$ cat src/rtl/dram_arb.sv
// DRAM port arbiter: grants the single DRAM controller port to either the
// write-back channel or one of NUM_RD refill read channels, one whole burst at a time.
module dram_arb #(
  parameter  int NUM_RD     = 2,
  parameter  int BLOCK_SIZE = 8,
  parameter  int AW         = 32,
  parameter  int DW         = 32,
  parameter  int RR_MODE    = 1,
  localparam int GW         = (NUM_RD > 1) ? $clog2(NUM_RD) : 1,
  localparam int CW         = $clog2(BLOCK_SIZE)
) (
  input  logic                 clock,
  input  logic                 rst,
  input  logic [NUM_RD-1:0]    rd_req,
  input  logic [NUM_RD*AW-1:0] rd_addr,
  output logic [DW-1:0]        rd_data,
  output logic [NUM_RD-1:0]    rd_val,
  input  logic                 wr_req,
  input  logic [AW-1:0]        wr_addr,
  input  logic [DW-1:0]        wr_data,
  output logic                 wr_val,
  output logic                 dram_rd_req,
  output logic [AW-1:0]        dram_rd_addr,
  input  logic [DW-1:0]        dram_rd_data,
  input  logic                 dram_rd_val,
  output logic                 dram_wr_req,
  output logic [AW-1:0]        dram_wr_addr,
  output logic [DW-1:0]        dram_wr_data,
  input  logic                 dram_wr_val,
  output logic [GW-1:0]        grant_id,
  output logic                 busy
);

  typedef enum logic [1:0] {IDLE, WR, RD} state_e;

  state_e        state_q, state_d;
  logic [CW-1:0] cnt_q, cnt_d;
  logic [GW-1:0] grant_q, grant_d;
  logic [GW-1:0] last_q, last_d;
  logic [AW-1:0] rd_addr_q, rd_addr_d;
  logic [AW-1:0] wr_addr_q, wr_addr_d;

  logic [GW-1:0] winner;
  logic [GW-1:0] cand;
  logic          found;
  logic          beat;
  logic          last_beat;

  // Round-robin searches upward from the channel after the last grant and wraps;
  // fixed priority simply scans from channel 0.
  always_comb begin
    winner = '0;
    found  = 1'b0;
    cand   = '0;
    for (int k = 0; k < NUM_RD; k++) begin
      if (RR_MODE != 0) cand = GW'((int'(last_q) + 1 + k) % NUM_RD);
      else              cand = GW'(k);
      if (!found && rd_req[cand]) begin
        found  = 1'b1;
        winner = cand;
      end
    end
  end

  assign beat      = ((state_q == RD) && dram_rd_val) || ((state_q == WR) && dram_wr_val);
  assign last_beat = beat && (cnt_q == CW'(BLOCK_SIZE - 1));

  always_comb begin
    state_d   = state_q;
    cnt_d     = cnt_q;
    grant_d   = grant_q;
    last_d    = last_q;
    rd_addr_d = rd_addr_q;
    wr_addr_d = wr_addr_q;
    case (state_q)
      IDLE: begin
        cnt_d = '0;
        // Write-back wins so a dirty line reaches DRAM before its refill.
        if (wr_req) begin
          state_d   = WR;
          wr_addr_d = wr_addr;
        end else if (found) begin
          state_d = RD;
          grant_d = winner;
          last_d  = winner;
          for (int i = 0; i < NUM_RD; i++) begin
            if (winner == GW'(i)) rd_addr_d = rd_addr[i*AW +: AW];
          end
        end
      end
      WR, RD: begin
        if (last_beat) begin
          state_d = IDLE;
          cnt_d   = '0;
        end else if (beat) begin
          cnt_d = cnt_q + CW'(1);
        end
      end
      default: begin
        state_d = IDLE;
        cnt_d   = '0;
      end
    endcase
  end

  always_ff @(posedge clock) begin
    if (rst) begin
      state_q   <= IDLE;
      cnt_q     <= '0;
      grant_q   <= '0;
      last_q    <= GW'(NUM_RD - 1);
      rd_addr_q <= '0;
      wr_addr_q <= '0;
    end else begin
      state_q   <= state_d;
      cnt_q     <= cnt_d;
      grant_q   <= grant_d;
      last_q    <= last_d;
      rd_addr_q <= rd_addr_d;
      wr_addr_q <= wr_addr_d;
    end
  end

  always_comb begin
    rd_val = '0;
    for (int i = 0; i < NUM_RD; i++) begin
      rd_val[i] = dram_rd_val && (state_q == RD) && (grant_q == GW'(i));
    end
  end

  assign rd_data      = dram_rd_data;
  assign wr_val       = dram_wr_val && (state_q == WR);
  assign dram_wr_data = wr_data;
  assign dram_rd_req  = (state_q == RD);
  assign dram_wr_req  = (state_q == WR);
  assign dram_rd_addr = rd_addr_q;
  assign dram_wr_addr = wr_addr_q;
  assign grant_id     = grant_q;
  assign busy         = (state_q != IDLE);

endmodule
$ cat config.mk
export PLATFORM = sky130hd
export DESIGN_NAME = dram_arb
export DESIGN_NICKNAME = d
export VERILOG_FILES = /design/src/rtl/dram_arb.sv
export SDC_FILE = /design/constraint.sdc
export NUM_CORES = 1
export LEC_CHECK = 0
export BUFFER_PORTS_ARGS = -buffer_cell sky130_fd_sc_hd__buf_2
export CAP_MARGIN = 20
export CORE_AREA = 2 2 117 119
export CTS_BUF_LIST = sky130_fd_sc_hd__clkbuf_4
export CTS_CLUSTER_SIZE = 8
export DETAILED_ROUTE_END_ITERATION = 6
export DIE_AREA = 0 0 119 121
export PLACE_DENSITY_LB_ADDON = 0.1
export SLEW_MARGIN = 40
export SYNTH_ARGS = -nofsm -noshare
export SYNTH_HDL_FRONTEND = slang
export SYNTH_SLANG_ARGS = --single-unit
export TNS_END_PERCENT = 1
$ cat constraint.sdc
create_clock -name clock -period 2.9 [get_ports clock]
set_input_delay 0 -clock clock [delete_from_list [all_inputs] [get_ports clock]]
set_output_delay 0 -clock clock [all_outputs]
set_load 0.02 [all_outputs]
==> results of run 1 <==
## per-layer routing
metal | vias to the layer above | global-route usage (%)
met1 | 1553 | 17.2
met5 | - | 0
met2 | 161 | 23.2
met3 | 15 | 5.78
met4 | 0 | 4.99
li1 | 1715 | -
## state kept, by name, summed over array words and instances, names as in the netlist
signal	flops
cnt_q	3
dram_rd_addr	32
dram_wr_addr	32
grant_id	1
last_q	1
state_q	2
## path summary, 6_finish.rpt
| path | from | end | slack, ns | depth (start not counted) |
|---|---|---|---|---|
| setup reg to reg | state_q[1] | last_q | 0.83 | 7 |
| hold reg to reg | dram_wr_addr[13] | dram_wr_addr[13] | 0.46 | 2 |
| setup / recovery | state_q[1] | last_q | 0.83 | 7 |
| hold / removal | dram_rd_data[17] | rd_data[17] | 0.000006 | 0 |
## logic make-up after synthesis
group                    after synthesis
AO/OA/AOI/OAI                        112
buffers and inverters                 97
AND/OR/NAND/NOR                       85
flip-flops                            71
multiplexers                          32
adder cells (fa/ha/maj)                5
## per-stage QoR
stage,hold slack (ns),worst slack (ns),cells,power (mW)
final,0.00000561,0.833,782,3.38
after global routing,0.0000317,0.676,782,3.64
after CTS,0.000137,0.825,782,3.45
after detailed placement,0.000137,1.22,667,2.66
after global placement,0.000137,1.31,667,2.64
after floorplan,0.113,1.47,402,2.35
## cell usage after synthesis (all sizes together)
master	n
ha	5
a211oi	32
nor2	2
nor3	1
or2	1
nor2b	2
a21oi	69
a21boi	2
a22oi	1
nand2	72
nand3b	2
inv	4
buf	84
o32ai	1
o211a	1
a221oi	1
and2	2
mux2i	32
clkbuf	9
o21ai	2
and3	2
o31ai	1
dfxtp	71
o221ai	1
a22o	1
or3	1
## final cells by class
| cell class | instances | area, µm² | share of cell area (%) |
|---|---|---|---|
| repair buffers | 281 | 1940 | 36.5 |
| clock buffers | 10 | 75.1 | 1.42 |
| clock inverters | 6 | 61.3 | 1.16 |
| well taps | 176 | 220 | 4.15 |
| multi-input cells | 234 | 1570 | 29.6 |
| flip-flops and latches | 71 | 1420 | 26.8 |
| inverters | 4 | 15.0 | 0.283 |
## power groups by stage
stage,logic (mW),clock network (mW),registers [mW]
finish,1.50,0.631,1.25
global route,1.65,0.716,1.27
CTS,1.52,0.673,1.25
detailed placement,1.39,0,1.27
global placement,1.38,0,1.27
floorplan,0.884,0,1.47
==> metrics.yaml, run 1 <==
worstSetupPathType: "flip-flop to flip-flop"
status: "finished, final reports clean"
cpLargestDelayFamily: "buffers and inverters"
synth-compound-area-share_pct: 22.4
cts_max_level: 3
core_area_um2: 13100
muxShareOfSynthArea_pct: 8.76
totalWireLength_um: 10500
ys_ff_latch: 71
die_h_um: 121
drv_cap: 0
cts_tree: "done"
arrival_ns: 2.36
worstPathCellList: "inv_1 > ha_1 > nor2b_2 > buf_4 > and3_1 > o21ai_1 > dlygate4sd3_1"
internal-power_mw: 2.04
timing.final.crit_share_pct: 71.3
grt_max_degree: 34
routed-via-count: 3444
drt_iter0_markers: 149
syn-num-nets: 574
max_freq_mhz: 484
startpoint_type: "flip-flop"
antenna_found_initial: 0
drt_first_pass_iters: 4
final_max_slew_viol_count: 0
rsz0062_at_grt: "false"
vias_per_cell: 4.40
wl_per_cell_um: 13.4
max_stage_delay_ns: 0.55
synth-seq-area-share_pct: 38.9
yosysUniqueCellTypes: 34
cp_slowest_cell: "dlygate4sd3_1"
min_path_type: "input port to primary output"
postLayoutCellArea_um2: 5300
seqPwrFrac_pct: 36.9
fillers: 1310
cts_buffers: 9
p_comb_share_pct: 44.5
area_growth_pct: 45.0
clock_sinks: 71
synth_area_per_cell_um2: 9.09
gp_congestion: 0.689
rows: 42
crit_buf_inv: 3
post_cts_buffers: 0
drc: 0
port_buffers: 173
leakage_nw: 2.38
dp_hpwl_um: 7000
grt_pass1_vias: 3382
ant_nets: 0
cts.repair.resized: 0
netlist_area_um2: 3660
final_common_cell: "buf_2"
syn_inst: 402
yosys_warnings: 0
synth_top_family_by_area: "compound AO/OA/AOI/OAI gates"
ctsRootBufferMaster: "clkbuf_4"
p_clk_share_pct: 18.7
final_net_count: 773
place_area_um2: 4170
cts_max_path_buffers: 2
peakVddDrop_mv: 0.260
tightest_slew_ns: 0.643
grt_overflow: 0
synth-xor-area-share_pct: 0
cts_hold_buf: 99
p_sw_share_pct: 39.6
highest_layer: "met4"
fin_skew_ns: 0.0143
final_core_util_pct: 40.5
synth-adder-area-share_pct: 1.71
p_sw_mw: 1.34
initial_core_util_pct: 27.9
met2_length_um: 4580
clk_pin_slew_ns: 0.12
synth_area_leader_cell: "dfxtp_1"
crit_required_ns: 3.19
period_needed_ns: 2.07
fin_setup_tns_ns: 0
synth_area_leaders: "dfxtp_1 39%, buf_4 13%, a211oi_2 9.9%"
max_slew_margin_pct: 57.1
power_density_nw_per_um2: 638
grtUsageTotal_pct: 14.3
drive_gt1_share_pct: 38.1
end_kind: "flip-flop"
final_cell_mix: "173 x buf_2, 99 x dlygate4sd3_1, 72 x nand2_1, 71 x dfxtp_1, 69 x a21oi_1"
setup_viol: 0
yosys.area.top_type_share_pct: 38.9
met3_length_um: 922
hold_viol: 0
insertedDiodeCount: 0
die-area_um2: 14400
die_x_um: 119
wl_met1_um: 4850
grt_pass1_wl_um: 16500
synth-simple-area-share_pct: 9.65
io_pins: 302
worstSkewPairLatency_ns: 0.41
worstPathMaxFanout: 21
No activity file was read; power rests on OpenSTA's default activity.
==> run 2: changes to the inputs <==
==> constraint.sdc (replaced) <==
create_clock -name clock -period 1.85 [get_ports clock]
set_input_delay 0 -clock clock [delete_from_list [all_inputs] [get_ports clock]]
set_output_delay 0 -clock clock [all_outputs]
set_load 0.02 [all_outputs]
==> run 2 against run 1 <==
Effect of this change: via count increased by 0.12%; clock power up 55%; largest power group unchanged; sequential share of layout area down 0.45 points; final cell count rose by 0.64%; sequential power rose by 56%; first-iteration DRC count fell by 50%; hold slack did not move; clock skew fell by 0.0040 ns; largest cell class unchanged; register-to-register slack lost 0.75 ns; routed wire length grew 1.4%.
==> metrics.yaml, run 2 (synthesis results as in run 1) <==
status: "finished, final reports clean"
tightest_slew_ns: 0.611
drive_gt1_share_pct: 38.3
clock_sinks: 71
end_kind: "flip-flop"
core_area_um2: 13100
final_cell_mix: "173 x buf_2, 101 x dlygate4sd3_1, 72 x nand2_1, 71 x dfxtp_1, 69 x a21oi_1"
drv_cap: 0
final_core_util_pct: 41.2
wl_per_cell_um: 13.5
min_path_type: "input port to primary output"
cts_tree: "done"
cts_max_level: 3
worstPathMaxFanout: 22
ctsRootBufferMaster: "clkbuf_4"
peakVddDrop_mv: 0.411
grt_overflow: 0
drc: 0
leakage_nw: 2.42
rows: 42
insertedDiodeCount: 0
grt_max_degree: 34
grt_pass1_vias: 3456
drt_first_pass_iters: 4
area_growth_pct: 47.5
hold_viol: 0
startpoint_type: "flip-flop"
worstSkewPairLatency_ns: 0.43
io_pins: 302
setup_viol: 0
grt_pass1_wl_um: 16700
crit_required_ns: 2.14
vias_per_cell: 4.38
totalWireLength_um: 10600
rsz0062_at_grt: "false"
max_freq_mhz: 566
arrival_ns: 2.06
final_common_cell: "buf_2"
routed-via-count: 3448
clk_pin_slew_ns: 0.11
die-area_um2: 14400
cts_buffers: 9
fin_setup_tns_ns: 0
period_needed_ns: 1.77
power_density_nw_per_um2: 993
p_total_mw: 5.36
cts_max_path_buffers: 2
ant_nets: 0
drt_iter0_markers: 74
max_slew_margin_pct: 59.2
fin_skew_ns: 0.0103
fillers: 1313
initial_core_util_pct: 27.9
final_net_count: 778
antenna_found_initial: 0
timing.final.crit_share_pct: 95.6
dp.cells: 670
gp_congestion: 0.663
die_x_um: 119
grtUsageTotal_pct: 14.7
worstSetupPathType: "flip-flop to flip-flop"
post_cts_buffers: 0
instances_no_fill: 787
port_buffers: 173
final_max_slew_viol_count: 0
die_h_um: 121
dp_hpwl_um: 7140
## run 2: changes by cell type in the layout (fill, tap and decap cells not counted), sizes merged
cell and delta:
dlygate4sd3 +2, buf +3, clkinv -1, clkbuf +1
## run 2: cell type report
| type | count | area, µm² | area share, % |
|---|---|---|---|
| repair buffers | 286 | 2030 | 37.7 |
| multi-input cells | 234 | 1570 | 29.1 |
| flip-flops and latches | 71 | 1420 | 26.4 |
| well taps | 176 | 220 | 4.08 |
| clock buffers | 11 | 82.6 | 1.53 |
| clock inverters | 5 | 48.8 | 0.905 |
| inverters | 4 | 15.0 | 0.278 |
## run 2: final timing paths
| path | start | end | slack (ns) | cells past startpoint |
|---|---|---|---|---|
| setup / recovery | last_q | dram_rd_addr[21] | 0.08 | 5 |
| hold / removal | dram_rd_data[17] | rd_data[17] | 0.000006 | 0 |
| setup reg to reg | last_q | dram_rd_addr[21] | 0.08 | 5 |
| hold reg to reg | dram_wr_addr[13] | dram_wr_addr[13] | 0.46 | 2 |
## run 2: repair_timing
| item | in CTS | in global routing |
|---|---|---|
| endpoints found under the setup margin | 0 | 1 |
| hold buffers | 101 | 0 |
| gates resized for setup | 0 | 1 |
| hold endpoints to repair | 69 | 0 |
## run 2: where the power goes
| group | internal, mW | switching, mW | total (mW) | leakage (nW) |
|---|---|---|---|---|
| Clock | 0.432 | 0.547 | 0.979 | 0.0780 |
| Combinational | 1.02 | 1.40 | 2.42 | 1.76 |
| Sequential | 1.81 | 0.141 | 1.95 | 0.584 |
| Total | 3.26 | 2.09 | 5.36 | 2.42 |
## run 2: routing by layer
metal / vias to the layer above / GRT usage, % / share of wire (%)
met5: - / 0 / 0
met4: 0 / 7.07 / 2.4
met3: 23 / 6.02 / 9.4
met2: 178 / 23.7 / 44
met1: 1526 / 16.9 / 44
li1: 1721 / - / -
## run 2: per-stage QoR
stage / instance area (µm²) / setup slack, ns / hold WS, ns
detailed placement: 4250 / 0.327 / 0.000137
floorplan: 3660 / 0.416 / 0.113
global route: 5390 / 0.00393 / 0.0000317
finish: 5390 / 0.0822 / 0.00000561
global placement: 4250 / 0.382 / 0.000137
CTS: 5390 / 0.0780 / 0.000137
## run 2: worst max-delay path, cell delays in order (launching register included)
cell           delay [ns]
dfxtp_1              0.36
a21boi_4             0.19
buf_12               0.22
mux2i_1              0.21
dlygate4sd3_1        0.59
a211oi_2             0.06
==> run 3: changes to the inputs <==
--- a/config.mk
+++ b/config.mk
@@ -5,7 +5,7 @@
 export SDC_FILE = /design/constraint.sdc
 export NUM_CORES = 1
 export LEC_CHECK = 0
-export BUFFER_PORTS_ARGS = -buffer_cell sky130_fd_sc_hd__buf_2
+export BUFFER_PORTS_ARGS = -buffer_cell sky130_fd_sc_hd__buf_4
 export CAP_MARGIN = 20
 export CORE_AREA = 2 2 117 119
 export CTS_BUF_LIST = sky130_fd_sc_hd__clkbuf_4
==> run 3 against run 2 <==
Effect of this change: register-to-register slack worse by 0.03 ns; critical endpoint is now dram_rd_addr[13]; non-clock buffer count unchanged; clock skew up 0.0021 ns; clock-buffer cell count unchanged; maximum frequency down 1.5%; core utilization up 3.7 points.
==> metrics.yaml, run 3 (synthesis results as in run 1) <==
power_density_nw_per_um2: 959
met2_length_um: 5430
grt_max_degree: 36
grtUsageTotal_pct: 15.3
place_area_um2: 4660
arrival_ns: 2.09
cts_buffers: 9
drt_first_pass_iters: 4
final_net_count: 778
cp_slowest_cell: "dlygate4sd3_1"
grt_pass1_vias: 3510
final_cell_mix: "176 x buf_4, 101 x dlygate4sd3_1, 72 x nand2_1, 70 x dfxtp_1, 69 x a21oi_1"
r2r_start: "last_q"
max_stage_delay_ns: 0.59
area_growth_pct: 60.8
totalWireLength_um: 11400
io_pins: 302
wl_per_cell_um: 14.5
final_common_cell: "buf_4"
grt_pass1_wl_um: 17500
status: "finished, final reports clean"
setup_viol: 0
wl_met1_um: 4870
ctsRootBufferMaster: "clkbuf_4"
ant_nets: 0
max_slew_margin_pct: 55.6
grt_overflow: 0
cts_tree: "done"
worstSkewPairLatency_ns: 0.41
final_max_slew_viol_count: 0
startpoint_type: "flip-flop"
max_freq_mhz: 557
ff2ff_path_depth: 6
critPathCapture: "dram_rd_addr[13]"
antenna_found_initial: 0
met3_length_um: 985
vias_per_cell: 4.46
min_path_type: "input port to primary output"
worstSetupPathType: "flip-flop to flip-flop"
leakage_nw: 2.54
clk_pin_slew_ns: 0.11
initial_core_util_pct: 27.9
drc: 0
insertedDiodeCount: 0
worstPathCellList: "a21boi_4 > buf_12 > clkbuf_16 > mux2i_1 > dlygate4sd3_1 > a211oi_2"
drive_gt1_share_pct: 38.6
drv_cap: 0
die_h_um: 121
end_kind: "flip-flop"
die_x_um: 119
final_core_util_pct: 44.9
crit_required_ns: 2.15
worstPathMaxFanout: 11
cts_max_path_buffers: 2
highest_layer: "met4"
crit_start: "last_q"
hold_viol: 0
tightest_slew_ns: 0.667
routed-via-count: 3509
r2r_setup_slack_ns: 0.06
period_needed_ns: 1.79
peakVddDrop_mv: 0.411
p_total_mw: 5.64
cts_max_level: 3
reg2reg_to: "dram_rd_addr[13]"
timing.final.crit_share_pct: 97.0
dp_hpwl_um: 7390
fin_skew_ns: 0.0124
port_buffers: 173
die-area_um2: 14400
clock_sinks: 71
drt_iter0_markers: 115
postLayoutCellArea_um2: 5880
core_area_um2: 13100
hold_start: "dram_rd_data[17]"
rows: 42
gp_congestion: 0.692
run 3: layout make-up:
type / count / area [µm²]
Inverter: 4 / 15.0
Clock buffer: 11 / 82.6
Multi-Input combinational cell: 234 / 1570
Sequential cell: 71 / 1420
Tap cell: 176 / 220
Timing Repair Buffer: 286 / 2520
Clock inverter: 5 / 48.8
Fill cell: 1253 / 7210
run 3: power by group:
group / switching, mW / internal, mW / total (mW)
Sequential: 0.156 / 1.81 / 1.97
Combinational: 1.43 / 1.26 / 2.69
Clock: 0.543 / 0.433 / 0.976
run 3: critical path, delay by kind of cell, from the launching register on:
family	cells	cell delay (ns)
buffers and inverters	3	0.90
flip-flops	1	0.36
AO/OA/AOI/OAI	2	0.24
multiplexers	1	0.20
run 3: per-stage QoR:
step | TNS, ns | setup slack (ns) | instances | hold slack, ns
2_1_floorplan | 0 | 0.416 | 402 | 0.113
3_3_place_gp | 0 | 0.348 | 667 | 0.000137
3_5_place_dp | 0 | 0.349 | 667 | 0.000137
4_1_cts | 0 | 0.0787 | 784 | 0.000137
5_1_grt | -0.0153 | -0.0153 | 787 | 0.0000317
6_report | 0 | 0.0551 | 787 | 0.00000561
run 3: worst min-delay path by stage:
stage / endpoint / slack, ns / cells after the start
floorplan: dram_wr_data[0] / 0.11 / 1
global placement: dram_wr_data[16] / 0.0001 / 0
detailed placement: dram_wr_data[16] / 0.0001 / 0
CTS: dram_wr_data[16] / 0.0001 / 0
global route: dram_wr_data[0] / 0.00003 / 0
finish: rd_data[17] / 0.000006 / 0
run 3: layer usage:
metal	GRT usage [%]	up-vias
met5	0	-
met3	6.67	14
met1	17.8	1607
met2	25.3	166
met4	4.61	0
li1	-	1722
run 3: timing repair:
item                       in CTS  in global routing
buffers inserted                0                  1
hold buffers                  101                  1
resized for setup               0                  3
hold endpoints to repair       69                  1
setup endpoints to repair       0                  8
